**config.mk**
```make
export PLATFORM = sky130hd
export DESIGN_NAME = oyun_yoneticisi
export DESIGN_NICKNAME = d
export VERILOG_FILES = /design/src/rtl/oyun_yoneticisi.sv
export SDC_FILE = /design/constraint.sdc
export NUM_CORES = 1
export LEC_CHECK = 0
export CAP_MARGIN = 20
export CORE_MARGIN = 4
export CORE_UTILIZATION = 35
export DETAILED_ROUTE_END_ITERATION = 12
export SYNTH_ARGS = -nofsm -noshare
export SYNTH_HDL_FRONTEND = slang
export SYNTH_SLANG_ARGS = --single-unit
```
**constraint.sdc**
```tcl
create_clock -name clk -period 4 [get_ports clk]
set_input_delay 1.2 -clock clk [delete_from_list [all_inputs] [get_ports clk]]
set_output_delay 1.2 -clock clk [all_outputs]
set_load 0.05 [all_outputs]
```
**src/rtl/oyun_yoneticisi.sv**
```systemverilog
// oyun_yoneticisi: turn scheduler and score keeper for the three-player
// kapisma datapath. Collects one move per player through a valid/ready
// handshake and presents the packed step vectors for one evaluation cycle.
// It then adds the round winner's points and declares a champion after
// TUR_SAYISI rounds.
// Optional feature: define ZAMAN_ASIMI_EN to enable the per-turn move timeout.
module oyun_yoneticisi #(
    parameter int unsigned TUR_SAYISI  = 4,
    parameter int unsigned ZAMAN_ASIMI = 15,
    parameter int unsigned SKOR_GEN    = 8
) (
    input  logic                clk,
    input  logic                rst,
    input  logic                basla,
    input  logic [3:0]          sayi_giris,
    input  logic                hamle_gecerli,
    output logic                hamle_hazir,
    input  logic [1:0]          hamle_sag,
    input  logic [1:0]          hamle_asagi,
    output logic [1:0]          sira,
    output logic [5:0]          k_sag_adimlar,
    output logic [5:0]          k_asagi_adimlar,
    output logic [3:0]          k_sayi,
    input  logic [1:0]          k_kazanan,
    input  logic [4:0]          k_toplam_puan,
    output logic [3:0]          tur_sayac,
    output logic [SKOR_GEN-1:0] skor1,
    output logic [SKOR_GEN-1:0] skor2,
    output logic [SKOR_GEN-1:0] skor3,
    output logic                oyun_bitti,
    output logic [1:0]          sampiyon
);

    if (TUR_SAYISI < 1 || TUR_SAYISI > 15) begin : g_tur_sayisi_hatali
        $error("oyun_yoneticisi: TUR_SAYISI must be within 1..15");
    end
    if (ZAMAN_ASIMI < 2 || ZAMAN_ASIMI > 255) begin : g_zaman_asimi_hatali
        $error("oyun_yoneticisi: ZAMAN_ASIMI must be within 2..255");
    end
    if (SKOR_GEN < 5) begin : g_skor_gen_hatali
        $error("oyun_yoneticisi: SKOR_GEN must be at least 5");
    end

    typedef enum logic [2:0] {
        BOSTA,
        HAMLE,
        DEGERLENDIR,
        GUNCELLE,
        BITTI
    } durum_t;

    durum_t              durum;
    logic [1:0]          yakalanan_kazanan;
    logic [4:0]          yakalanan_puan;
    logic                kabul;
    logic                zaman_doldu;
    logic                sira_ilerle;
    logic [SKOR_GEN-1:0] yeni_skor1;
    logic [SKOR_GEN-1:0] yeni_skor2;
    logic [SKOR_GEN-1:0] yeni_skor3;
    logic [1:0]          yeni_sampiyon;

`ifdef ZAMAN_ASIMI_EN
    logic [7:0]          zaman;
`endif

    // Add zero-extended points to a score, clamping at the all-ones value
    function automatic logic [SKOR_GEN-1:0] doygun_topla(
        input logic [SKOR_GEN-1:0] skor,
        input logic [4:0]          puan
    );
        logic [SKOR_GEN:0] toplam;
        toplam = {1'b0, skor} + (SKOR_GEN+1)'(puan);
        return toplam[SKOR_GEN] ? '1 : toplam[SKOR_GEN-1:0];
    endfunction

    // Highest score wins; ties go 1 > 3 > 2; no points at all means no champion
    function automatic logic [1:0] sampiyon_sec(
        input logic [SKOR_GEN-1:0] s1,
        input logic [SKOR_GEN-1:0] s2,
        input logic [SKOR_GEN-1:0] s3
    );
        if (s1 == '0 && s2 == '0 && s3 == '0)
            return 2'd0;
        else if (s1 >= s2 && s1 >= s3)
            return 2'd1;
        else if (s3 >= s2)
            return 2'd3;
        else
            return 2'd2;
    endfunction

    // Turn advance: a handshake, or the turn running out of time
    always_comb begin
        kabul       = (durum == HAMLE) && hamle_gecerli && hamle_hazir;
        zaman_doldu = 1'b0;
`ifdef ZAMAN_ASIMI_EN
        zaman_doldu = (durum == HAMLE) && (zaman == 8'(ZAMAN_ASIMI - 1));
`endif
        sira_ilerle = kabul || zaman_doldu;
    end

    // Scores after applying the captured round result, and the champion they imply
    always_comb begin
        yeni_skor1 = skor1;
        yeni_skor2 = skor2;
        yeni_skor3 = skor3;
        case (yakalanan_kazanan)
            2'd1:    yeni_skor1 = doygun_topla(skor1, yakalanan_puan);
            2'd2:    yeni_skor2 = doygun_topla(skor2, yakalanan_puan);
            2'd3:    yeni_skor3 = doygun_topla(skor3, yakalanan_puan);
            default: ;
        endcase
        yeni_sampiyon = sampiyon_sec(yeni_skor1, yeni_skor2, yeni_skor3);
    end

    // Game sequencing with all outputs registered
    always_ff @(posedge clk or posedge rst) begin
        if (rst) begin
            durum             <= BOSTA;
            hamle_hazir       <= 1'b0;
            sira              <= '0;
            k_sag_adimlar     <= '0;
            k_asagi_adimlar   <= '0;
            k_sayi            <= '0;
            tur_sayac         <= '0;
            skor1             <= '0;
            skor2             <= '0;
            skor3             <= '0;
            oyun_bitti        <= 1'b0;
            sampiyon          <= '0;
            yakalanan_kazanan <= '0;
            yakalanan_puan    <= '0;
`ifdef ZAMAN_ASIMI_EN
            zaman             <= '0;
`endif
        end else begin
            case (durum)
                BOSTA, BITTI: begin
                    if (basla) begin
                        skor1           <= '0;
                        skor2           <= '0;
                        skor3           <= '0;
                        tur_sayac       <= '0;
                        sampiyon        <= '0;
                        oyun_bitti      <= 1'b0;
                        k_sag_adimlar   <= '0;
                        k_asagi_adimlar <= '0;
                        k_sayi          <= sayi_giris;
                        sira            <= 2'd1;
                        hamle_hazir     <= 1'b1;
                        durum           <= HAMLE;
`ifdef ZAMAN_ASIMI_EN
                        zaman           <= '0;
`endif
                    end
                end

                HAMLE: begin
                    // A handshake on the timeout cycle still writes its move
                    if (kabul) begin
                        case (sira)
                            2'd1: begin
                                k_sag_adimlar[5:4]   <= hamle_sag;
                                k_asagi_adimlar[5:4] <= hamle_asagi;
                            end
                            2'd2: begin
                                k_sag_adimlar[3:2]   <= hamle_sag;
                                k_asagi_adimlar[3:2] <= hamle_asagi;
                            end
                            2'd3: begin
                                k_sag_adimlar[1:0]   <= hamle_sag;
                                k_asagi_adimlar[1:0] <= hamle_asagi;
                            end
                            default: ;
                        endcase
                    end
                    if (sira_ilerle) begin
`ifdef ZAMAN_ASIMI_EN
                        zaman <= '0;
`endif
                        if (sira == 2'd3) begin
                            sira        <= '0;
                            hamle_hazir <= 1'b0;
                            durum       <= DEGERLENDIR;
                        end else begin
                            sira <= sira + 2'd1;
                        end
                    end
`ifdef ZAMAN_ASIMI_EN
                    else begin
                        zaman <= zaman + 8'd1;
                    end
`endif
                end

                DEGERLENDIR: begin
                    yakalanan_kazanan <= k_kazanan;
                    yakalanan_puan    <= k_toplam_puan;
                    durum             <= GUNCELLE;
                end

                GUNCELLE: begin
                    skor1     <= yeni_skor1;
                    skor2     <= yeni_skor2;
                    skor3     <= yeni_skor3;
                    tur_sayac <= tur_sayac + 4'd1;
                    if (tur_sayac + 4'd1 == 4'(TUR_SAYISI)) begin
                        oyun_bitti <= 1'b1;
                        sampiyon   <= yeni_sampiyon;
                        durum      <= BITTI;
                    end else begin
                        k_sag_adimlar   <= '0;
                        k_asagi_adimlar <= '0;
                        k_sayi          <= sayi_giris;
                        sira            <= 2'd1;
                        hamle_hazir     <= 1'b1;
                        durum           <= HAMLE;
                    end
                end

                default: durum <= BOSTA;
            endcase
        end
    end

endmodule

```
== After elaboration in Yosys (flattened, before gate mapping) ==
Index checks and enable logic that the tools add are counted.

* Divide/modulo/power cells: 0
* Bitwise operators: 0
* Equal/unequal tests: 18
* Add/sub/neg operators: 5
* Mux-type cells: 51
* Shift operators: 0
* Reductions and logical operators: 20
* Multiply operators: 0
* $lt $le $gt $ge: 3

{| class="wikitable"
|+ Operator list
! kind !! count
|-
| 8-bit 2-to-1 mux || 7
|-
| 8-bit case mux with 2 select lines || 3
|-
| 6-bit case mux with 3 select lines || 2
|-
| 2-bit 2-to-1 mux || 14
|-
| 8-bit by 5-bit adder with 9-bit output || 3
|-
| 8-bit >= comparator || 3
|-
| 8-bit zero test || 3
|-
| 6-bit 2-to-1 mux || 4
|-
| 4-bit case mux with 2 select lines || 2
|-
| 5-bit AND reduction || 3
|-
| 3-bit 2-to-1 mux || 4
|-
| 4-bit 2-to-1 mux || 3
|-
| 3-bit case mux with 4 select lines || 1
|-
| 3-bit AND reduction || 3
|-
| 2-bit == test (second input constant) || 4
|-
| 2-bit inequality test (second input constant) || 4
|-
| 1-bit 2-to-1 mux || 7
|-
| 3-bit by 2-bit == test with 1-bit output (second input constant) || 2
|-
| 2-bit by 1-bit inequality test with 1-bit output (second input constant) || 3
|-
| 2-bit case mux with 3 select lines || 1
|-
| 1-bit logical AND || 5
|-
| 4-bit by 1-bit adder with 4-bit output (second input constant) || 1
|-
| 2-bit by 1-bit == test with 1-bit output (second input constant) || 2
|-
| 4-bit by 3-bit == test with 1-bit output (second input constant) || 1
|-
| other kinds (12) || 12
|}

* Bits in latches: 0
* Word-level logic and storage cells: 115
* Bits in writable memories: 0
* Bits in registers: 60
* Memories: 0
* Bits in read-only memories: 0

== Longest topological paths before layout ==
Gate-level depths: netlist (run 1).

* Word-level depth: 9
* Mapped depth: 14

== Worst setup path before layout (run 1) ==
No wires, ideal clock.

* Path kind: flip-flop to flip-flop
* Start point: register skor3[0]
* End point: register sampiyon[0]
* Path slack: 0.457 ns
* Stages on the path, launching flop included: 11
* Path buffers: 0
* Arrival time: 3.416 ns
* Cell sequence: dfrtp_1 ha_1 fa_1 a211o_1 a21oi_4 o21bai_1 mux2_4 or4b_1 or4_1 o31ai_2 o21ai_1

* Word-level cells in the longest chain between the ends: 9
* Elaborated cells on any way between the ends: 13
* Classes of those cells: add/sub: 1; order compare: 2; mux: 7; reduce/logical: 3

{| class="wikitable"
|+ RTL lines
! item !! line !! text
|-
| start, declared || 29 || <nowiki>output logic [SKOR_GEN-1:0] skor3,</nowiki>
|-
| start signal, assigned || 206 || <nowiki>skor3 <= yeni_skor3;</nowiki>
|-
| 8-bit by 5-bit adder with 9-bit output || 73 || <nowiki>toplam = {1'b0, skor} + (SKOR_GEN+1)'(puan);</nowiki>
|-
| 8-bit 2-to-1 mux || 74 || <nowiki>return toplam[SKOR_GEN] ? '1 : toplam[SKOR_GEN-1:0];</nowiki>
|-
| 8-bit 2-to-1 mux * || 108 || <nowiki>case (yakalanan_kazanan)</nowiki>
|-
| 8-bit >= comparator, on equally long branches || 87, 85 ||
|-
| 1-bit 2-to-1 mux / 1-bit logical AND (equally long branches) || 87, 85 ||
|-
| 2-bit 2-to-1 mux || 85 || <nowiki>else if (s1 >= s2 && s1 >= s3)</nowiki>
|-
| 2-bit 2-to-1 mux * || 83 || <nowiki>if (s1 == '0 && s2 == '0 && s3 == '0)</nowiki>
|-
| 2-bit 2-to-1 mux * || 208 || <nowiki>if (tur_sayac + 4'd1 == 4'(TUR_SAYISI)) begin</nowiki>
|-
| 2-bit case mux with 2 select lines * || 138 || <nowiki>case (durum)</nowiki>
|-
| end signal, assigned || 210 || <nowiki>sampiyon <= yeni_sampiyon;</nowiki>
|-
| end, declared || 31 || <nowiki>output logic [1:0] sampiyon</nowiki>
|}

Mark *: on every way between the ends. The rest lies on a longest branch, timed or not. The select of a mux whose other input is x is not followed.
A chain may end at the register's enable or synchronous reset.

== Final worst setup path (run 1) ==
* Start point: register yakalanan_puan[0]
* End point: register sampiyon[1]

* Word-level cells in the longest chain between the ends: 9
* Elaborated cells on any way between the ends: 21
* Classes of those cells: add/sub: 3; order compare: 2; mux: 10; reduce/logical: 6

{| class="wikitable"
|+ RTL lines
! item !! line !! text
|-
| start, declared || 54 || <nowiki>logic [4:0] yakalanan_puan;</nowiki>
|-
| start signal, assigned || 199 || <nowiki>yakalanan_puan <= k_toplam_puan;</nowiki>
|-
| 8-bit by 5-bit adder with 9-bit output || 73 ||
|-
| 8-bit 2-to-1 mux || 74 ||
|-
| 8-bit 2-to-1 mux || 108 ||
|-
| 8-bit >= comparator / 8-bit zero test (equally long branches) || 85, 83 ||
|-
| 1-bit logical AND, on equally long branches || 85, 83 ||
|-
| 2-bit 2-to-1 mux / 1-bit logical AND (equally long branches) || 85, 83 ||
|-
| 2-bit 2-to-1 mux * || 83 ||
|-
| 2-bit 2-to-1 mux * || 208 ||
|-
| 2-bit case mux with 2 select lines * || 138 ||
|}

Marked as above.

==> results of run 1 <==
[layer usage]
layer / vias up / GRT usage, % / share of wire (%)
met1: 1710 / 24.5 / 45
met3: 10 / 5.27 / 7.8
met4: 0 / 4.07 / 0.54
li1: 1755 / - / -
met2: 127 / 29.9 / 47
met5: - / 0 / 0
[cells in the mapped netlist, types with 3 or more instances]
library cell / n / area, sq um
sky130_fd_sc_hd__a21oi_1: 20 / 100
sky130_fd_sc_hd__a22o_1: 16 / 140
sky130_fd_sc_hd__xor2_1: 4 / 35.0
sky130_fd_sc_hd__mux2_2: 12 / 135
sky130_fd_sc_hd__o21a_1: 5 / 37.5
sky130_fd_sc_hd__nand4_1: 6 / 37.5
sky130_fd_sc_hd__o21bai_1: 3 / 22.5
sky130_fd_sc_hd__or2_2: 3 / 18.8
sky130_fd_sc_hd__and3_1: 7 / 43.8
sky130_fd_sc_hd__a31oi_1: 3 / 18.8
sky130_fd_sc_hd__o21ai_0: 44 / 220
sky130_fd_sc_hd__nor3_1: 5 / 25.0
sky130_fd_sc_hd__dfrtp_1: 60 / 1500
sky130_fd_sc_hd__a211oi_1: 8 / 60.1
sky130_fd_sc_hd__a21o_1: 9 / 67.6
sky130_fd_sc_hd__nand3_1: 9 / 45.0
sky130_fd_sc_hd__nor2b_1: 5 / 31.3
sky130_fd_sc_hd__clkbuf_1: 11 / 41.3
sky130_fd_sc_hd__nand2b_1: 9 / 56.3
sky130_fd_sc_hd__a211o_1: 4 / 35.0
sky130_fd_sc_hd__and2_1: 7 / 43.8
sky130_fd_sc_hd__fa_1: 3 / 60.1
sky130_fd_sc_hd__o31ai_1: 3 / 22.5
sky130_fd_sc_hd__o221ai_1: 3 / 26.3
sky130_fd_sc_hd__nor2_1: 25 / 93.8
sky130_fd_sc_hd__nand2_1: 46 / 173
sky130_fd_sc_hd__ha_1: 38 / 475
sky130_fd_sc_hd__mux2i_1: 7 / 70.1
sky130_fd_sc_hd__inv_1: 21 / 78.8
sky130_fd_sc_hd__o22ai_1: 5 / 31.3
[layout by cell type, fill, tap and decap left out, types with 3 or more instances in the layout]
master                             n
sky130_fd_sc_hd__nor2b_1           5
sky130_fd_sc_hd__o22ai_1           5
sky130_fd_sc_hd__nand2_1          46
sky130_fd_sc_hd__a211o_1           4
sky130_fd_sc_hd__o31ai_1           3
sky130_fd_sc_hd__o21a_1            5
sky130_fd_sc_hd__fa_1              3
sky130_fd_sc_hd__nand3_1           9
sky130_fd_sc_hd__clkdlybuf4s50_1  68
sky130_fd_sc_hd__dfrtp_1          60
sky130_fd_sc_hd__a22o_1           16
sky130_fd_sc_hd__a21oi_1          20
sky130_fd_sc_hd__mux2_2           12
sky130_fd_sc_hd__o221ai_1          3
sky130_fd_sc_hd__xor2_1            4
sky130_fd_sc_hd__nor3_1            5
sky130_fd_sc_hd__and2_1            7
sky130_fd_sc_hd__o21ai_0          44
sky130_fd_sc_hd__o21bai_1          3
sky130_fd_sc_hd__ha_1             38
sky130_fd_sc_hd__a21o_1            9
sky130_fd_sc_hd__nor2_1           24
sky130_fd_sc_hd__or2_2             3
sky130_fd_sc_hd__inv_1            20
sky130_fd_sc_hd__and3_1            7
sky130_fd_sc_hd__a31oi_1           3
sky130_fd_sc_hd__a211oi_1          8
sky130_fd_sc_hd__nand4_1           6
sky130_fd_sc_hd__mux2i_1           7
sky130_fd_sc_hd__nand2b_1          9
sky130_fd_sc_hd__clkbuf_16         9
sky130_fd_sc_hd__buf_4             7
[power by group through the flow]
stage / sequential (mW) / combinational (mW) / clock (mW)
2_1_floorplan: 1.68 / 1.72 / 0
3_3_place_gp: 1.15 / 3.23 / 0
3_5_place_dp: 1.15 / 3.27 / 0
4_1_cts: 1.15 / 3.30 / 0.760
5_1_grt: 1.20 / 3.63 / 0.794
6_report: 1.15 / 3.31 / 0.739
[how the worst max path moves through the flow]
| stage | to | slack, ns | depth (start not counted) |
|---|---|---|---|
| after CTS | sampiyon[1] | 0.44 | 10 |
| after global routing | sampiyon[0] | 0.20 | 14 |
| final | sampiyon[1] | 0.45 | 10 |
| after floorplan | sampiyon[0] | 0.46 | 10 |
| after detailed placement | sampiyon[0] | 0.45 | 14 |
| after global placement | sampiyon[1] | 0.56 | 10 |
[registers in the layout, summed over array words and instances (netlist names)]
signal / flops
k_sag_adimlar: 6
sampiyon: 2
skor3: 8
sira: 2
tur_sayac: 4
durum: 3
k_sayi: 4
k_asagi_adimlar: 6
hamle_hazir: 1
skor2: 8
yakalanan_kazanan: 2
skor1: 8
oyun_bitti: 1
yakalanan_puan: 5
[per-stage QoR]
step	power [mW]	worst slack (ns)
6_report	5.19	0.446
5_1_grt	5.62	0.199
4_1_cts	5.21	0.437
3_5_place_dp	4.42	0.450
3_3_place_gp	4.38	0.557
2_1_floorplan	3.40	0.457
[area by class of cell]
class	instances	area [sq um]	share of cell area, %
timing repair buffer	76	753	14.4
sequential	60	1500	28.8
clock inverter	4	32.5	0.623
multi-input combinational	342	2420	46.3
tap	143	179	3.43
inverter	21	78.8	1.51
clock buffer	12	256	4.91
[worst max-delay path: stages, from the launching register on]
cell and delay [ns]:
sky130_fd_sc_hd__dfrtp_1 0.43, sky130_fd_sc_hd__ha_1 0.24, sky130_fd_sc_hd__fa_1 0.43, sky130_fd_sc_hd__a211o_1 0.34, sky130_fd_sc_hd__a21o_1 0.19, sky130_fd_sc_hd__a21oi_1 0.13
sky130_fd_sc_hd__o21ai_0 0.21, sky130_fd_sc_hd__or4b_1 0.58, sky130_fd_sc_hd__or4_1 0.54, sky130_fd_sc_hd__o31ai_2 0.23, sky130_fd_sc_hd__o21ai_1 0.11
[logic make-up after synthesis]
logic type,count (synthesis),share of synthesized area [%]
mux,20,5.44
simple gates,132,15.9
flops,60,37.1
compound gates,144,24.0
buf+inv,34,3.18
fa+ha+maj,41,13.2
xor+xnor,5,1.08
==> impl_metrics.py, run 1 <==
metrics = {
    "timing": {
        "finalCritPeriodShare_pct": 88.8,
        "rsz_0062_raised_after_global_routing": "no",
        "number_of_endpoints_with_negative_hold_slack_in_the_final_report": 0,
        "timing_max_transition_violations_final": 0,
        "min_period_ns": 3.55,
        "holdWs_ns": 0.499,
        "clock.fmax_mhz": 281,
        "endpoints_failing_setup": 0,
        "timing.max_slew.rel_slack_pct": 39.8,
        "final_clock_skew_ns": 0.00585,
        "max_slew.worst_pin.slew_ns": 0.900,
        "finalSetupTns_ns": 0,
    },
    "cells_and_area": {
        "design.final.nets": 570,
        "fin_area_sq_um": 5220,
        "areaGrowthSynthToFinish_pct": 29.0,
        "layout.cells.non_filler": 658,
        "diodes_inserted": 0,
        "layout.core_utilization_pct": 45.9,
        "drive_gt1_share_pct": 8.93,
        "fill_cells": 1104,
    },
    "critical_path": {
        "type_of_origin_of_the_critical_path": "flip-flop",
        "critical_path_class": "reg2reg",
        "worst-r2r-setup-slack_ns": 0.45,
        "worst-endpoint-required_ns": 4.20,
        "worst_ep_arrival_time_ns": 3.75,
        "timing.rr.start": "yakalanan_puan[0]",
        "reg2reg_depth": 10,
        "critical_path.startpoint": "yakalanan_puan[0]",
        "critPathCaptureType": "flip-flop",
        "rr_endpoint": "sampiyon[1]",
        "critical_path_peak_fanout": 4,
    },
    "clocking": {
        "cts_num_sinks": 60,
        "insertion_delay_ns": 0.33,
        "post_cts_resized": 0,
        "clock_path_buffers": 2,
        "ctsRootBufferMaster": "sky130_fd_sc_hd__clkbuf_16",
        "worst_setup_hold_path_clk_slew_ns": 0.05,
        "tritoncts": "done",
        "htree_num_levels": 3,
        "postCtsHoldBufs": 0,
        "tritoncts.num_buffers": 9,
        "post_cts.repair.setup_buffers": 0,
    },
    "yosys": {
        "yosysUniqueCellTypes": 59,
        "synth.yosys.seq_area_share_pct": 37.1,
        "syn_warnings": 0,
        "postSynth.asyncResetShare_pct": 100,
        "postSynth.topFlopCell": "sky130_fd_sc_hd__dfrtp_1",
        "synthesis.nets": 496,
        "netlist_area_sq_um": 4050,
        "synth_enable_flop_cells": 0,
        "avgSynthCellArea_sq_um": 9.28,
        "post_synth_inst_count": 436,
        "number_of_flip_flops_and_latches_in_the_synthesized_netlist": 60,
    },
    "global_routing": {
        "grt_overflow_total": 0,
        "track_usage_pct": 18.4,
        "grt_start_max_net_pins": 34,
        "grt_antenna_before_repair": 0,
        "first_global_vias": 3692,
        "grt_first_pass_wirelength_mm": 19.3,
    },
    "drt": {
        "drt.antenna.violating_nets": 0,
        "detailedRoute.firstIterationViolations": 164,
        "detail_route.vias_per_cell": 5.47,
        "routedWlPerCell_um": 17.5,
        "drtPass1Iterations": 4,
        "routed_wirelength_mm": 11.5,
        "detailroute.via_count": 3602,
        "drt_drc_violations_left": 0,
    },
    "power_and_ir_drop": {
        "power_leakage_nw": 2.37,
        "clkPwrFrac_pct": 14.2,
        "cellPowerDensity_nw_per_um2": 995,
        "power_switching_share_pct": 50.0,
        "p_switching_mw": 2.60,
        "peak_ir_drop_on_the_vdd_network_uv": 565,
        "seq_power_share_pct": 22.1,
        "cell_internal_pwr_mw": 2.60,
        "comb_power_share_pct": 63.7,
    },
    "hold_path": {
        "timing.hold.worst.class": "reg2reg",
        "timing.hold.worst_endpoint": "sampiyon[0]",
        "worstHoldStart": "sampiyon[0]",
        "whs_path_depth": 2,
    },
    "floorplanning": {
        "core_area_sq_um": 11400,
        "design.die.area_sq_um": 13300,
        "die_height_um": 116,
        "start_util_pct": 35.6,
        "io-pin-count": 69,
        "die_w_um": 116,
        "rows": 39,
    },
    "placed_design": {
        "place_congestion": 0.896,
        "post-dp-hpwl_mm": 8.58,
        "place_area_sq_um": 4930,
        "dp_cells": 642,
        "buffer_ports.inserted": 68,
    },
    "run_status": {
        "result_of_the_run": "finished, final reports clean",
    },
    "job": {
        "timing.max_cap.violations": 0,
    },
}
Note: power is estimated with default switching activity, not from simulation.
==> run 2, diff against run 1 <==
--- a/config.mk
+++ b/config.mk
@@ -9,6 +9,8 @@
 export CORE_MARGIN = 4
 export CORE_UTILIZATION = 35
 export DETAILED_ROUTE_END_ITERATION = 12
+export SKIP_CTS_REPAIR_TIMING = 1
+export SKIP_LAST_GASP = 1
 export SYNTH_ARGS = -nofsm -noshare
 export SYNTH_HDL_FRONTEND = slang
 export SYNTH_SLANG_ARGS = --single-unit
==> results of run 2 <==
The final DEF is identical to that of run 1; final timing and power are the same.
